File: src/rtl/cpu_ctrl_pkg.sv
// Shared control-unit types for the DR access sequencer: transfer states,
// requester indices and the owner-to-one-hot decode.
package cpu_ctrl_pkg;

    typedef enum logic [2:0] {
        IDLE,
        ADDR,
        WAIT,
        LOAD,
        DONE
    } dr_xfer_state_t;

    localparam int unsigned REQ_FETCH = 0;
    localparam int unsigned REQ_EXEC  = 1;

    // Owner is a single bit: 0 = fetch, 1 = execute.
    function automatic logic [1:0] owner_onehot(input logic owner);
        logic [1:0] oh;
        oh            = '0;
        oh[REQ_FETCH] = ~owner;
        oh[REQ_EXEC]  = owner;
        return oh;
    endfunction

endpackage

File: src/rtl/dr_access_ctrl_rr_arb2.sv
// Two-way combinational round-robin pick: a lone request always wins,
// a tie goes to the requester named by rr_ptr.
module rr_arb2
    import cpu_ctrl_pkg::*;
(
    input  logic [1:0] req,
    input  logic       rr_ptr,
    output logic [1:0] pick
);

    always_comb begin
        pick            = '0;
        pick[REQ_FETCH] = req[REQ_FETCH] & (~req[REQ_EXEC]  | ~rr_ptr);
        pick[REQ_EXEC]  = req[REQ_EXEC]  & (~req[REQ_FETCH] |  rr_ptr);
    end

endmodule

File: src/rtl/dr_access_ctrl.sv
// Sequences memory reads into the 8-bit DR for the fetch and execute
// requesters; all outputs are registered and decoded from the next state.
module dr_access_ctrl
    import cpu_ctrl_pkg::*;
#(
    parameter int unsigned ADDR_W  = 16,
    parameter int unsigned TIMEOUT = 15
) (
    input  logic              clk,
    input  logic              rst,
    input  logic [1:0]        req,
    input  logic [ADDR_W-1:0] addr0,
    input  logic [ADDR_W-1:0] addr1,
    output logic [1:0]        gnt,
    output logic [1:0]        done,
    output logic              err,
    output logic              busy,
    output logic [ADDR_W-1:0] mem_addr,
    output logic              mem_rd,
    input  logic              mem_rdy,
    output logic              bus_mem_oe,
    output logic              drload
);

    localparam int unsigned CNT_W = $clog2(TIMEOUT + 1);

    dr_xfer_state_t    state_q, state_d;
    logic              owner_q, owner_d;
    logic              rr_ptr_q, rr_ptr_d;
    logic [CNT_W-1:0]  cnt_q, cnt_d;
    logic [ADDR_W-1:0] mem_addr_q, mem_addr_d;
    logic [1:0]        gnt_q, gnt_d;
    logic [1:0]        done_q, done_d;
    logic              err_q, err_d;
    logic              busy_q, busy_d;
    logic              mem_rd_q, mem_rd_d;
    logic              oe_q, oe_d;
    logic              drload_q, drload_d;
    logic [1:0]        pick;

    rr_arb2 u_arb (
        .req    (req),
        .rr_ptr (rr_ptr_q),
        .pick   (pick)
    );

    always_comb begin
        state_d    = state_q;
        owner_d    = owner_q;
        rr_ptr_d   = rr_ptr_q;
        cnt_d      = cnt_q;
        mem_addr_d = mem_addr_q;
        err_d      = 1'b0;

        case (state_q)
            IDLE: begin
                if (|req) begin
                    state_d    = ADDR;
                    owner_d    = pick[REQ_EXEC];
                    mem_addr_d = pick[REQ_EXEC] ? addr1 : addr0;
                end
            end
            ADDR: state_d = WAIT;
            WAIT: begin
                if (mem_rdy) begin
                    state_d = LOAD;
                end else begin
                    cnt_d = cnt_q + 1'b1;
                    // Compare before incrementing so the counter stops at TIMEOUT.
                    if (cnt_q == CNT_W'(TIMEOUT - 1)) begin
                        state_d = DONE;
                        err_d   = 1'b1;
                    end
                end
            end
            LOAD: state_d = DONE;
            DONE: begin
                rr_ptr_d = ~owner_q;
                cnt_d    = '0;
                state_d  = IDLE;
            end
            default: state_d = IDLE;
        endcase

        // Moore outputs decoded from the state being entered, then registered.
        busy_d   = (state_d != IDLE);
        gnt_d    = (state_d != IDLE) ? owner_onehot(owner_d) : '0;
        done_d   = (state_d == DONE) ? owner_onehot(owner_d) : '0;
        mem_rd_d = (state_d == ADDR) || (state_d == WAIT) || (state_d == LOAD);
        oe_d     = (state_d == LOAD);
        drload_d = (state_d == LOAD);
    end

    always_ff @(posedge clk or posedge rst) begin
        if (rst) begin
            state_q    <= IDLE;
            owner_q    <= 1'b0;
            rr_ptr_q   <= 1'b0;
            cnt_q      <= '0;
            mem_addr_q <= '0;
            gnt_q      <= '0;
            done_q     <= '0;
            err_q      <= 1'b0;
            busy_q     <= 1'b0;
            mem_rd_q   <= 1'b0;
            oe_q       <= 1'b0;
            drload_q   <= 1'b0;
        end else begin
            state_q    <= state_d;
            owner_q    <= owner_d;
            rr_ptr_q   <= rr_ptr_d;
            cnt_q      <= cnt_d;
            mem_addr_q <= mem_addr_d;
            gnt_q      <= gnt_d;
            done_q     <= done_d;
            err_q      <= err_d;
            busy_q     <= busy_d;
            mem_rd_q   <= mem_rd_d;
            oe_q       <= oe_d;
            drload_q   <= drload_d;
        end
    end

    assign gnt        = gnt_q;
    assign done       = done_q;
    assign err        = err_q;
    assign busy       = busy_q;
    assign mem_addr   = mem_addr_q;
    assign mem_rd     = mem_rd_q;
    assign bus_mem_oe = oe_q;
    assign drload     = drload_q;

endmodule

File: config.mk
export PLATFORM = sky130hd
export DESIGN_NAME = dr_access_ctrl
export DESIGN_NICKNAME = d
export VERILOG_FILES = /design/src/rtl/cpu_ctrl_pkg.sv /design/src/rtl/dr_access_ctrl_rr_arb2.sv /design/src/rtl/dr_access_ctrl.sv
export SDC_FILE = /design/constraint.sdc
export NUM_CORES = 1
export LEC_CHECK = 0
export CORE_ASPECT_RATIO = 2
export CORE_MARGIN = 8
export CORE_UTILIZATION = 29
export CTS_CLUSTER_SIZE = 12
export DETAILED_ROUTE_END_ITERATION = 8
export SYNTH_ARGS = -nofsm -noshare
export SYNTH_HDL_FRONTEND = slang
export SYNTH_HIERARCHICAL = 1
export SYNTH_SLANG_ARGS = --single-unit
File: constraint.sdc
create_clock -name clk -period 2.8 [get_ports clk]
set_input_delay 0.84 -clock clk [delete_from_list [all_inputs] [get_ports clk]]
set_output_delay 0.84 -clock clk [all_outputs]
set_load 0.005 [all_outputs]
**Word level (Yosys, flattened, before mapping)**

Index checks and enable logic that the tools add are counted.

- Register bits after elaboration: 33
- Bits of input ports: 37
- Output and inout port bits: 25
- Logic and storage cells: 49

- $add $sub $neg: 1
- Equal/unequal tests: 10
- Multiplexer cells: 14
- Bitwise logic cells: 5
- Reduce and logical (&&, ||, !) cells: 8

Operator list:

| cell | number |
|---|---|
| 16-bit two-way mux | 1 |
| 3-bit by 2-bit equality test with 1-bit output (second input constant) | 4 |
| 3-bit one-hot mux with 4 select lines | 1 |
| 3-bit two-way mux | 3 |
| 4-bit one-hot mux with 2 select lines | 1 |
| 3-bit by 1-bit equality test with 1-bit output (second input constant) | 2 |
| 3-bit equality test (second input constant) | 2 |
| 1-bit two-way mux | 5 |
| 4-bit by 1-bit adder with 4-bit output (second input constant) | 1 |
| 4-bit equality test (second input constant) | 1 |
| 2-bit two-way mux | 2 |
| 4-bit two-way mux | 1 |
| 2-bit AND reduction | 2 |
| 3-bit zero test | 1 |
| 1-bit inverter | 3 |
| 3-bit nonzero test | 1 |
| 1-bit logical OR | 2 |
| 2-bit != test (second input constant) | 1 |
| 2-bit nonzero test | 1 |
| 2-bit OR reduction | 1 |
| 1-bit AND | 1 |
| 1-bit OR | 1 |

**Logic depth before layout (Yosys ltp)**

Gate-level depths: netlist (run 1).

- Depth in word-level cells: 7
- Depth in mapped cells: 6
- Gate-level depth less buffers: 5

**Hierarchy**

Netlist (run 1), hierarchy kept.

Modules (own cells, without submodules):

| module | instances | cells an instance | area an instance (µm²) | sequential area each (µm²) |
|---|---|---|---|---|
| dr_access_ctrl | 1 | 147 | 1,580.3 | 825.8 |
| rr_arb2 | 1 | 3 | 18.8 | 0.0 |

**Least setup slack after synthesis (run 1)**

Ideal clock, no wire load.

- Path type: in2reg
- Start: input req[1]
- End: register mem_addr_q[0] (netlist: mem_addr[0])
- Library setup time: 123 ps
- Data arrival time: 1,731 ps
- Data required time: 2,677 ps
- Path slack: 945 ps
- Cell stages on the path: 5
- Buffers on the path: 2
- Cell sequence: a21boi_1 -> buf_2 -> buf_2 -> mux2i_1 -> o21ai_1

- Cells in the longest elaborated chain, start to end: 2
- Elaborated cells on any way between the ends: 4
- Classes of those cells: mux (1); bitwise (1); reduce/logical (2)

RTL lines:

| what | line | RTL |
|---|---|---|
| from (decl) | dr_access_ctrl.sv:11 | `input logic [1:0] req,` |
| 1-bit AND / 2-bit OR reduction (equally long branches) | dr_access_ctrl_rr_arb2.sv:14, dr_access_ctrl.sv:57 |  |
| 16-bit two-way mux / 2-bit AND reduction (equally long branches) | -- |  |
| to (signal assigned) | dr_access_ctrl.sv:113 | `mem_addr_q <= mem_addr_d;` |
| to (decl) | dr_access_ctrl.sv:31 | `logic [ADDR_W-1:0] mem_addr_q, mem_addr_d;` |

Parallel ways exist; a longest one is shown, timed or not.
A chain may end at the register's enable or synchronous reset.

**Worst setup path after layout (run 1)**

- Start: input req[1]
- End: register mem_addr_q[13] (netlist: mem_addr[13])

- Cells in the longest elaborated chain, start to end: 2
- Elaborated cells on any way between the ends: 4
- Classes of those cells: mux (1); bitwise (1); reduce/logical (2)

RTL lines:

| what | line | RTL |
|---|---|---|
| 1-bit AND | dr_access_ctrl_rr_arb2.sv:14 | `pick[REQ_EXEC] = req[REQ_EXEC] & (~req[REQ_FETCH] \| rr_ptr);` |
| net pick[1] | dr_access_ctrl.sv:39 | `logic [1:0] pick;` |
| 16-bit two-way mux | dr_access_ctrl.sv:60 | `mem_addr_d = pick[REQ_EXEC] ? addr1 : addr0;` |

The timed path passes the listed nets, and every way through them passes these cells.

==> impl_results.md, run 1 <==
- Final setup vio count: 0
- Crit start category: input port
- Mapped Area: around 1600 µm²
- Post-route ant nets: 0
- Die area: 8259 µm²
- CP Max Fanout: 16
- Vias after detailed routing: between 1,000 and 1,500
- Final GP Congestion: roughly 0.79
- Die W: 68.39 µm
- Largest net degree at the start of global routing: 34
- CP Cell Sequence: clkdlybuf4s50_1 -> a21boi_2 -> buf_12 -> mux2i_1 -> o21ai_0
- Synth warn: 6
- Area Growth Syn to Fin: 47.25%
- Critical Path RT: 2.94 ns
- Fin. Hold Viols: 0
- Worst Setup SP: req[1]
- Global-route wire length before repair: about 7300 µm
- CTS tree: yes
- Worst Hold Class: flip-flop to flip-flop
- GRT Overall Usage: 0.1175
- Setup bufs post-CTS: 0
- Layout Nets: 248
- Core area: approximately 5400 µm²
- PortBufs: slightly above 60
- Vias in the first global route: roughly 1,500
- Post-route insts no fill: 270
- Fin crit period: ~2.1 ns
- RSZ-0062 raised after global routing: no
- Syn_area_per_cell: 10.68 µm²
- Syn_nets: 188
- DRT Pass-1 Iters: 5
- Skew-Pair Late Insertion Delay: 0.28 ns
- Setup TNS: 0 ns
- CTS resizes: 0
- Clock buffer count from CTS: 5
- Clk pin slew, worst setup/hold paths: about 0.070 ns
- Fin crit share: 0.7466
- Total grt overflow: 0
- Crit Reg-Reg Startpoint: state_q[2]
- Syn Inst Count: roughly 150
- Placed Cells: ~260
- DRT iter0 DRCs: 72
- FMAX: 0.4784 GHz
- Cts-stage hold buffer count: 0
- Die Y: 120.8 µm
- Clock tree root driver cell: clkbuf_8
- Worst path max stage delay: roughly 0.49 ns
- Max-slew violation count: 0
- Crit Path Class: input port to flip-flop
- Wire length per cell: 16.78 µm
- CP max stage cell: clkdlybuf4s50_1
- Status: finished, final reports clean
- Most frequent cells in the layout: clkdlybuf4s50_1 (61), dfrtp_1 (33), o21ai_1 (18)
- RR Endpoint: gnt[0]
- Antenna cells: 0
- Worst Reg-to-Reg Cells: 3
- Layout cells sized above 1: 0.09524
- Crit path arrival time: about 2.2 ns
- Boundary Pins: 62
- Most common library cell in the layout ignoring fill and taps: clkdlybuf4s50_1
- Drt total wl: between 4000 and 5000 µm
- # clock sinks: 33
- Initial antenna violation count: 0
- Setup Skew: ~0.0043 ns
- Reg2reg setup slack: between 1 and 1.5 ns
- Worst vdd ir: about 0.45 mV
- Initial Util: 0.2962
- # DRC: 0
- DP HPWL: around 3500 µm
- Max_slew headroom: 0.5786
- Final Util: 0.4362
- Leakage power: about 0.99 nW
- Max Cap Violations: 0
- Worst setup EP type: flip-flop
- P per Cell Area: between 900 and 1000 nW/µm²
- Worst-margin pin slew: 0.6322 ns
- CP Capture Point: mem_addr[13]
- CTS Buffer Depth: 2
- Via density: a little over 5
- H-tree depth: 2
- Row cnt: 38
-- report_power, final --
group / switching (mW) / internal [mW] / total [mW]
clock network: 0.170 / 0.222 / 0.392
registers: 0.188 / 0.693 / 0.881
logic: 0.448 / 0.553 / 1.00
total: 0.806 / 1.47 / 2.27
-- worst min path at each step --
stage / from / endpoint / slack (ns) / cells after the start
detailed placement: mem_addr[1] / mem_addr[1] / 0.49 / 2
finish: mem_addr[1] / mem_addr[1] / 0.50 / 2
floorplan: mem_addr[0] / mem_addr[0] / 0.49 / 2
global route: mem_addr[1] / mem_addr[1] / 0.53 / 2
CTS: mem_addr[5] / mem_addr[5] / 0.50 / 2
global placement: mem_addr[4] / mem_addr[4] / 0.48 / 2
-- stage by stage --
stage / setup WS [ns] / power (mW) / hold slack, ns / area (µm²)
2_1_floorplan: 0.9452 / 1.434 / 0.4876 / 1592
3_3_place_gp: 0.4062 / 1.895 / 0.4798 / 2242
3_5_place_dp: 0.3748 / 1.914 / 0.4884 / 2242
4_1_cts: 0.6787 / 2.314 / 0.5035 / 2344
5_1_grt: 0.6268 / 2.451 / 0.5316 / 2344
6_report: 0.7095 / 2.274 / 0.4991 / 2344
-- worst max-delay path, delay by kind of cell --
family          cells  cell delay [ns]
buf+inv             2             0.71
compound gates      2             0.42
mux                 1             0.25
-- state kept, by name, indices dropped and copies added (netlist names) --
register  count
rr_ptr_q      1
done          2
state_q       3
busy          1
cnt_q         4
err           1
drload        1
mem_rd        1
mem_addr     16
gnt           2
owner_q       1
-- cell type report --
| class | count | area [µm²] |
|---|---|---|
| clock buffer | 7 | 96.34 |
| clock inverter | 1 | 5.005 |
| fill | 530 | 3029 |
| inverter | 9 | 33.78 |
| multi-input combinational | 96 | 661.9 |
| sequential | 33 | 825.8 |
| tap | 60 | 75.07 |
| timing repair buffer | 64 | 645.6 |
-- per-layer routing --
layer	GRT usage	part of all wire	vias up
met5	0	0	-
met4	0.05677	0.025	0
met3	0.02966	0.069	8
met2	0.2264	0.61	37
met1	0.1020	0.30	666
li1	-	-	654
Note: power is estimated with default switching activity, not from simulation.
==> run 2: changes to the inputs <==
Clock period 2.8 ns to 1.75 ns, I/O delays scaled along.
==> run 2 against run 1 <==
Against the previous run:
- global-route usage is 0.32 points lower
- register-to-register slack got worse by 0.86 ns
- total power rose by 61%
- critical path depth is 4 lower
- wire length down 0.49%
- final area up 3.6%
- sequential share of layout area is 1.2 points lower
- clock-buffer cell count fell by 2
- sequential power grew 58%
- worst setup slack worse by 0.66 ns
- critical endpoint is now mem_addr[10]
- largest cell class unchanged
==> impl_results.md, run 2 (synthesis gave the netlist of run 1 again) <==
- Area Growth Syn to Fin: 52.59% (was 47.25%)
- Die Y: 120.8 µm (unchanged)
- Most common library cell in the layout ignoring fill and taps: clkdlybuf4s50_1 (unchanged)
- Critical Path RT: 1.22 ns (was 2.94 ns)
- Final GP Congestion: 0.7495 (was 0.7944)
- DP HPWL: 3495 µm (was 3496 µm)
- Worst vdd ir: 0.7701 mV (was 0.4511 mV)
- FMAX: ~0.6 GHz
- CTS resizes: 0 (unchanged)
- Layout Nets: 258 (was 248)
- Largest net degree at the start of global routing: 34 (unchanged)
- Via density: 4.929 (was 5.056)
- GRT Overall Usage: 0.1142 (was 0.1175)
- Status: finished, final reports clean (unchanged)
- RR Endpoint: done[0] (was gnt[0])
- PortBufs: 61 (unchanged)
- Seq. cell area: 825.8 µm² (unchanged)
- Combinational power share: 0.468 (was 0.440)
- DRT Pass-1 Iters: 4 (was 5)
- Clk pin slew, worst setup/hold paths: 0.07 ns (about the same)
- Initial antenna violation count: 0 (unchanged)
- Flop pwr share: 0.380 (was 0.388)
- Die W: 68.39 µm (unchanged)
- Worst-margin pin slew: 0.3831 ns (was 0.6322 ns)
- Crit start category: flip-flop (was input port)
- P_sw: 1.305 mW (was 806.3 µW)
- Skew-Pair Late Insertion Delay: 0.29 ns (was 0.28 ns)
- Post-route ant nets: 0 (unchanged)
- # clock sinks: 33 (unchanged)
- Fillers: 529 (was 530)
- # DRC: 0 (unchanged)
- Crit path arrival time: 1.17 ns (was 2.23 ns)
- Final Util: 0.4520 (was 0.4362)
- DRT iter0 DRCs: 58 (was 72)
- H-tree depth: 2 (unchanged)
- Setup Skew: 0.005166 ns (was 0.004316 ns)
- Total grt overflow: 0 (unchanged)
- Hold Path Depth: 2 (unchanged)
- Area taken by multi-input logic gates: 661.9 µm² (unchanged)
- Leakage power: 1.040 nW (was 0.9920 nW)
- Int Power: 2.355 mW (was 1.468 mW)
- Antenna cells: 0 (unchanged)
- Final Power: 3.660 mW (was 2.274 mW)
- Worst path max stage delay: 0.54 ns (was 0.49 ns)
- Fin. Hold Viols: 0 (unchanged)
- Max-slew violation count: 0 (unchanged)
- Final setup vio count: 0 (unchanged)
- Initial Util: 0.2962 (unchanged)
- Vias in the first global route: 1,423 (was 1,488)
- Reg2reg setup slack: 0.30 ns (was 1.16 ns)
- Layout cells sized above 1: 0.1364 (was 0.09524)
- Most frequent cells in the layout: clkdlybuf4s50_1 (61), dfrtp_1 (33), o21ai_1 (18) (unchanged)
- Cts-stage hold buffer count: 0 (unchanged)
- Die area: 8259 µm² (unchanged)
- Fin crit share: 0.9693
- CTS tree: yes (unchanged)
- Boundary Pins: 62 (unchanged)
- Fin crit period: ~1.7 ns
- Max_slew headroom: 0.7446 (was 0.5786)
- Hold path start: mem_addr[5] (was mem_addr[1])
- CTS Buffer Depth: 2 (unchanged)
- Row cnt: 38 (unchanged)
- Wire length per cell: 16.10 µm (was 16.78 µm)
- Clock buffer count from CTS: 5 (unchanged)
- RSZ-0062 raised after global routing: no (unchanged)
- Clock tree root driver cell: clkbuf_8 (unchanged)
- P per Cell Area: 1507 nW/µm² (was 970.5 nW/µm²)
- Post-route setup slack: 0.05367 ns (was 0.7095 ns)
- Vias after detailed routing: 1,380 (was 1,365)
- Clk network pwr share: 0.153 (was 0.173)
- CP Cell Sequence: clkdlybuf4s50_1 (was clkdlybuf4s50_1 -> a21boi_2 -> buf_12 -> mux2i_1 -> o21ai_0)
- Core area: 5373 µm² (unchanged)
- Largest register FFs: 16 (unchanged)
- Switching Fraction: 0.3565 (was 0.3545)
- Worst setup EP type: output port (was flip-flop)
- CP Max Fanout: 2 (was 16)
- Crit Reg-Reg Startpoint: state_q[1] (was state_q[2])
- CP max stage cell: clkdlybuf4s50_1 (unchanged)
- Max Cap Violations: 0 (unchanged)
- Buf/Inv on CP: 1 (was 2)
- Worst Reg-to-Reg Cells: 3 (unchanged)
- Global-route wire length before repair: 7127 µm (was 7348 µm)
- Worst slack at placement: -0.2152 ns (was 0.3748 ns)
- Drt total wl: 4509 µm (was 4531 µm)
- Worst Hold Path EP: mem_addr[5] (was mem_addr[1])
- Crit Path Class: flip-flop to output port (was input port to flip-flop)
- Crit path max-delay family: buffers and inverters (unchanged)
- Worst Hold Class: flip-flop to flip-flop (unchanged)
- Setup bufs post-CTS: 0 (unchanged)
[run 2: worst max-delay path by stage]
stage	startpoint	to	slack [ns]	depth (start not counted)
after global routing	mem_addr[1]	mem_addr[1]	0.01	1
after detailed placement	req[1]	mem_addr[10]	-0.22	5
after CTS	mem_addr[10]	mem_addr[10]	0.03	1
after global placement	req[1]	mem_addr[10]	-0.17	5
after floorplan	req[1]	mem_addr[0]	0.21	5
final	mem_addr[10]	mem_addr[10]	0.05	1
[run 2: final cells by class]
class / instances / area share
multi-input combinational: 96 / 0.2725
inverter: 9 / 0.01391
clock buffer: 5 / 0.02834
tap: 60 / 0.03091
timing repair buffer: 74 / 0.3071
clock inverter: 3 / 0.007213
sequential: 33 / 0.3400
[run 2: per-layer routing]
metal  global-route usage  up-vias  share of wire
li1                     -      669              -
met1               0.1067      670           0.32
met2               0.2159       36           0.60
met3              0.02966        5          0.063
met4              0.04645        0          0.012
met5                    0        -              0
[run 2: per-stage QoR]
stage          setup TNS, ns  cells  instance area (µm²)  hold slack [ns]
6_report                   0    280                 2429           0.5031
5_1_grt                    0    280                 2429           0.5302
4_1_cts                    0    280                 2429           0.5088
3_5_place_dp          -2.497    272                 2342           0.4919
3_3_place_gp          -1.714    272                 2342           0.4785
2_1_floorplan              0    149                 1592           0.4876
[run 2: power by group through the flow]
stage,Combinational (mW),Clock [mW],Sequential (mW)
after floorplan,0.973,0,1.32
after global placement,1.73,0,1.40
after detailed placement,1.75,0,1.41
after CTS,1.76,0.582,1.39
after global routing,1.89,0.623,1.44
final,1.71,0.558,1.39
==> run 3: changes to the inputs <==
Settings changed: SETUP_SLACK_MARGIN set to 0.4.
==> run 3 against run 2 <==
Against the previous run:
- non-clock buffer count up 19
- global-route usage up 0.81 points
- clock power up 13%
- final cell count up 7.1%
- critical path depth up 3
- sequential power about the same
- die area unchanged
==> impl_results.md, run 3 (synthesis gave the netlist of run 1 again) <==
- Cell area after layout: 2545 µm² (was 2429 µm²)
- CP max stage cell: dfrtp_2 (was clkdlybuf4s50_1)
- Row cnt: 38 (unchanged)
- Die W: 68.39 µm (unchanged)
- Switching Fraction: 0.3692 (was 0.3565)
- Fillers: 509 (was 529)
- Leakage power: 1.179 nW (was 1.040 nW)
- Crit Path Class: flip-flop to flip-flop (was flip-flop to output port)
- Most common library cell in the layout ignoring fill and taps: clkdlybuf4s50_1 (unchanged)
- Crit path arrival time: 1.53 ns (was 1.17 ns)
- DP HPWL: 3589 µm (was 3495 µm)
- Core area: 5373 µm² (unchanged)
- Combinational power share: 0.495 (was 0.468)
- CTS tree: yes (unchanged)
- Fin. Hold Viols: 0 (unchanged)
- RSZ-0062 raised after global routing: yes (was no)
- Post-route setup slack: 0.3905 ns (was 0.05367 ns)
- Max-slew violation count: 0 (unchanged)
- Layout cells sized above 1: 0.3875 (was 0.1364)
- Max Cap Violations: 0 (unchanged)
- Worst setup EP type: flip-flop (was output port)
- Worst Setup SP: state_q[2] (was mem_addr[10])
- Setup TNS: 0 ns (unchanged)
- Clock tree root driver cell: clkbuf_8 (unchanged)
- CP Cell Sequence: buf_6 -> or3_4 -> o21ai_2 -> o21ai_2 (was clkdlybuf4s50_1)
- Total grt overflow: 0 (unchanged)
- Placed Cells: 274 (was 272)
- Hold path start: mem_addr[4] (was mem_addr[5])
- Worst Hold Class: flip-flop to flip-flop (unchanged)
- Area Growth Syn to Fin: 59.91% (was 52.59%)
- Initial Util: 0.2962 (unchanged)
- Buf/Inv on CP: 1 (unchanged)
- Critical Path RT: 1.92 ns (was 1.22 ns)
- Layout Nets: 278 (was 258)
- # DRC: 0 (unchanged)
- Drt total wl: 4974 µm (was 4509 µm)
- Fin crit share: 0.7769 (was 0.9693)
- DRT Pass-1 Iters: 4 (unchanged)
- Final setup vio count: 0 (unchanged)
- Vias after detailed routing: 1,455 (was 1,380)
- CP Max Fanout: 8 (was 2)
- Worst path most repeated cell: o21ai_2
- Fin crit period: 1.360 ns (was 1.696 ns)
- Initial antenna violation count: 0 (unchanged)
- Crit path max-delay family: flip-flops (was buffers and inverters)
- Worst vdd ir: 0.8843 mV (was 0.7701 mV)
- Skew-Pair Late Insertion Delay: 0.28 ns (was 0.29 ns)
- Setup Skew: 0.005042 ns (was 0.005166 ns)
- Clock buffer count from CTS: 5 (unchanged)
- P per Cell Area: 1559 nW/µm² (was 1507 nW/µm²)
- Antenna cells: 0 (unchanged)
- Boundary Pins: 62 (unchanged)
- Max_slew headroom: 0.7720 (was 0.7446)
- Final Power: 3.968 mW (was 3.660 mW)
- Via density: 4.850 (was 4.929)
- H-tree depth: 2 (unchanged)
- Global-route wire length before repair: 7603 µm (was 7127 µm)
- Worst path max stage delay: 0.45 ns (was 0.54 ns)
- Worst slack at placement: -0.1836 ns (was -0.2152 ns)
- Crit Reg-Reg Startpoint: state_q[2] (was state_q[1])
- GRT Overall Usage: 0.1224 (was 0.1142)
- Reg2reg setup slack: 0.39 ns (was 0.30 ns)
- Vias in the first global route: 1,510 (was 1,423)
- Cts-stage hold buffer count: 0 (unchanged)
- Die Y: 120.8 µm (unchanged)
- CTS Buffer Depth: 2 (unchanged)
- Largest register FFs: 16 (unchanged)
- Crit start category: flip-flop (unchanged)
- FMAX: 0.7355 GHz (was 0.5895 GHz)
- Wire length per cell: 16.58 µm (was 16.10 µm)
- Post-route ant nets: 0 (unchanged)
- Post-route insts no fill: 300 (was 280)
- PortBufs: 61 (unchanged)
- Die area: 8259 µm² (unchanged)
- Flop pwr share: 0.346 (was 0.380)
- Int Power: 2.503 mW (was 2.355 mW)
- Largest net degree at the start of global routing: 34 (unchanged)
- Most frequent cells in the layout: clkdlybuf4s50_1 (33), dfrtp_1 (30), buf_2 (24) (was clkdlybuf4s50_1 (61), dfrtp_1 (33), o21ai_1 (18))
- DRT iter0 DRCs: 49 (was 58)
- Clk pin slew, worst setup/hold paths: 0.07 ns (about the same)
- Placed cell area: 2332 µm² (was 2342 µm²)
- Final GP Congestion: 0.7366 (was 0.7495)
- # clock sinks: 33 (unchanged)
- Worst-margin pin slew: 0.3413 ns (was 0.3831 ns)
- Clk network pwr share: 0.160 (was 0.153)
- Status: finished, final reports clean (unchanged)
- P_sw: 1.465 mW (was 1.305 mW)
run 3: area by class of cell:
cell class                      count  area, µm²  area share
Sequential cell                    33      829.5      0.3260
Timing Repair Buffer               93      758.2      0.2979
Multi-Input combinational cell     97      747.0      0.2935
Clock buffer                        7      96.34     0.03786
Tap cell                           60      75.07     0.02950
Inverter                            9      33.78     0.01327
Clock inverter                      1      5.005    0.001967
run 3: worst paths after layout:
path | endpoint | cells after the start
worst min-delay path | mem_addr[4] | 2
worst max register to register | mem_addr[8] | 4
worst min register to register | mem_addr[4] | 2
max in group asynchronous | state_q[0] | 3
min in group asynchronous | mem_addr[7] | 3
worst max-delay path | mem_addr[8] | 4
run 3: timing repair:
item                                    in CTS  in global routing
gates cloned                                 2                  0
setup buffers                                9                  7
pin swaps                                    5                  8
resized for setup                          122                 22
endpoints found under the setup margin      55                 25
run 3: worst reg2reg max path: stages, from the launching register on:
cell and delay, ns:
dfrtp_2 0.45, buf_6 0.13, or3_4 0.45, o21ai_2 0.17, o21ai_2 0.06
run 3: metal layers:
metal,vias to the layer above,track usage,part of all wire
li1,716,-,-
met1,695,0.1132,0.32
met2,34,0.2288,0.59
met3,10,0.02873,0.059
met4,0,0.06194,0.028
met5,-,0,0
run 3: through the flow:
| step | hold slack [ns] | util |
|---|---|---|
| 2_1_floorplan | 0.4876 | - |
| 3_3_place_gp | 0.4787 | 0.4341 |
| 3_5_place_dp | 0.4917 | 0.4341 |
| 4_1_cts | 0.5006 | 0.4560 |
| 5_1_grt | 0.5324 | 0.4737 |
| 6_report | 0.4976 | 0.4737 |
run 3: power by group through the flow:
stage	Sequential [mW]	Combinational, mW	Clock (mW)
floorplan	1.32	0.991	0
global placement	1.39	1.73	0
detailed placement	1.40	1.75	0
CTS	1.37	1.79	0.654
global route	1.42	2.16	0.682
finish	1.37	1.96	0.633
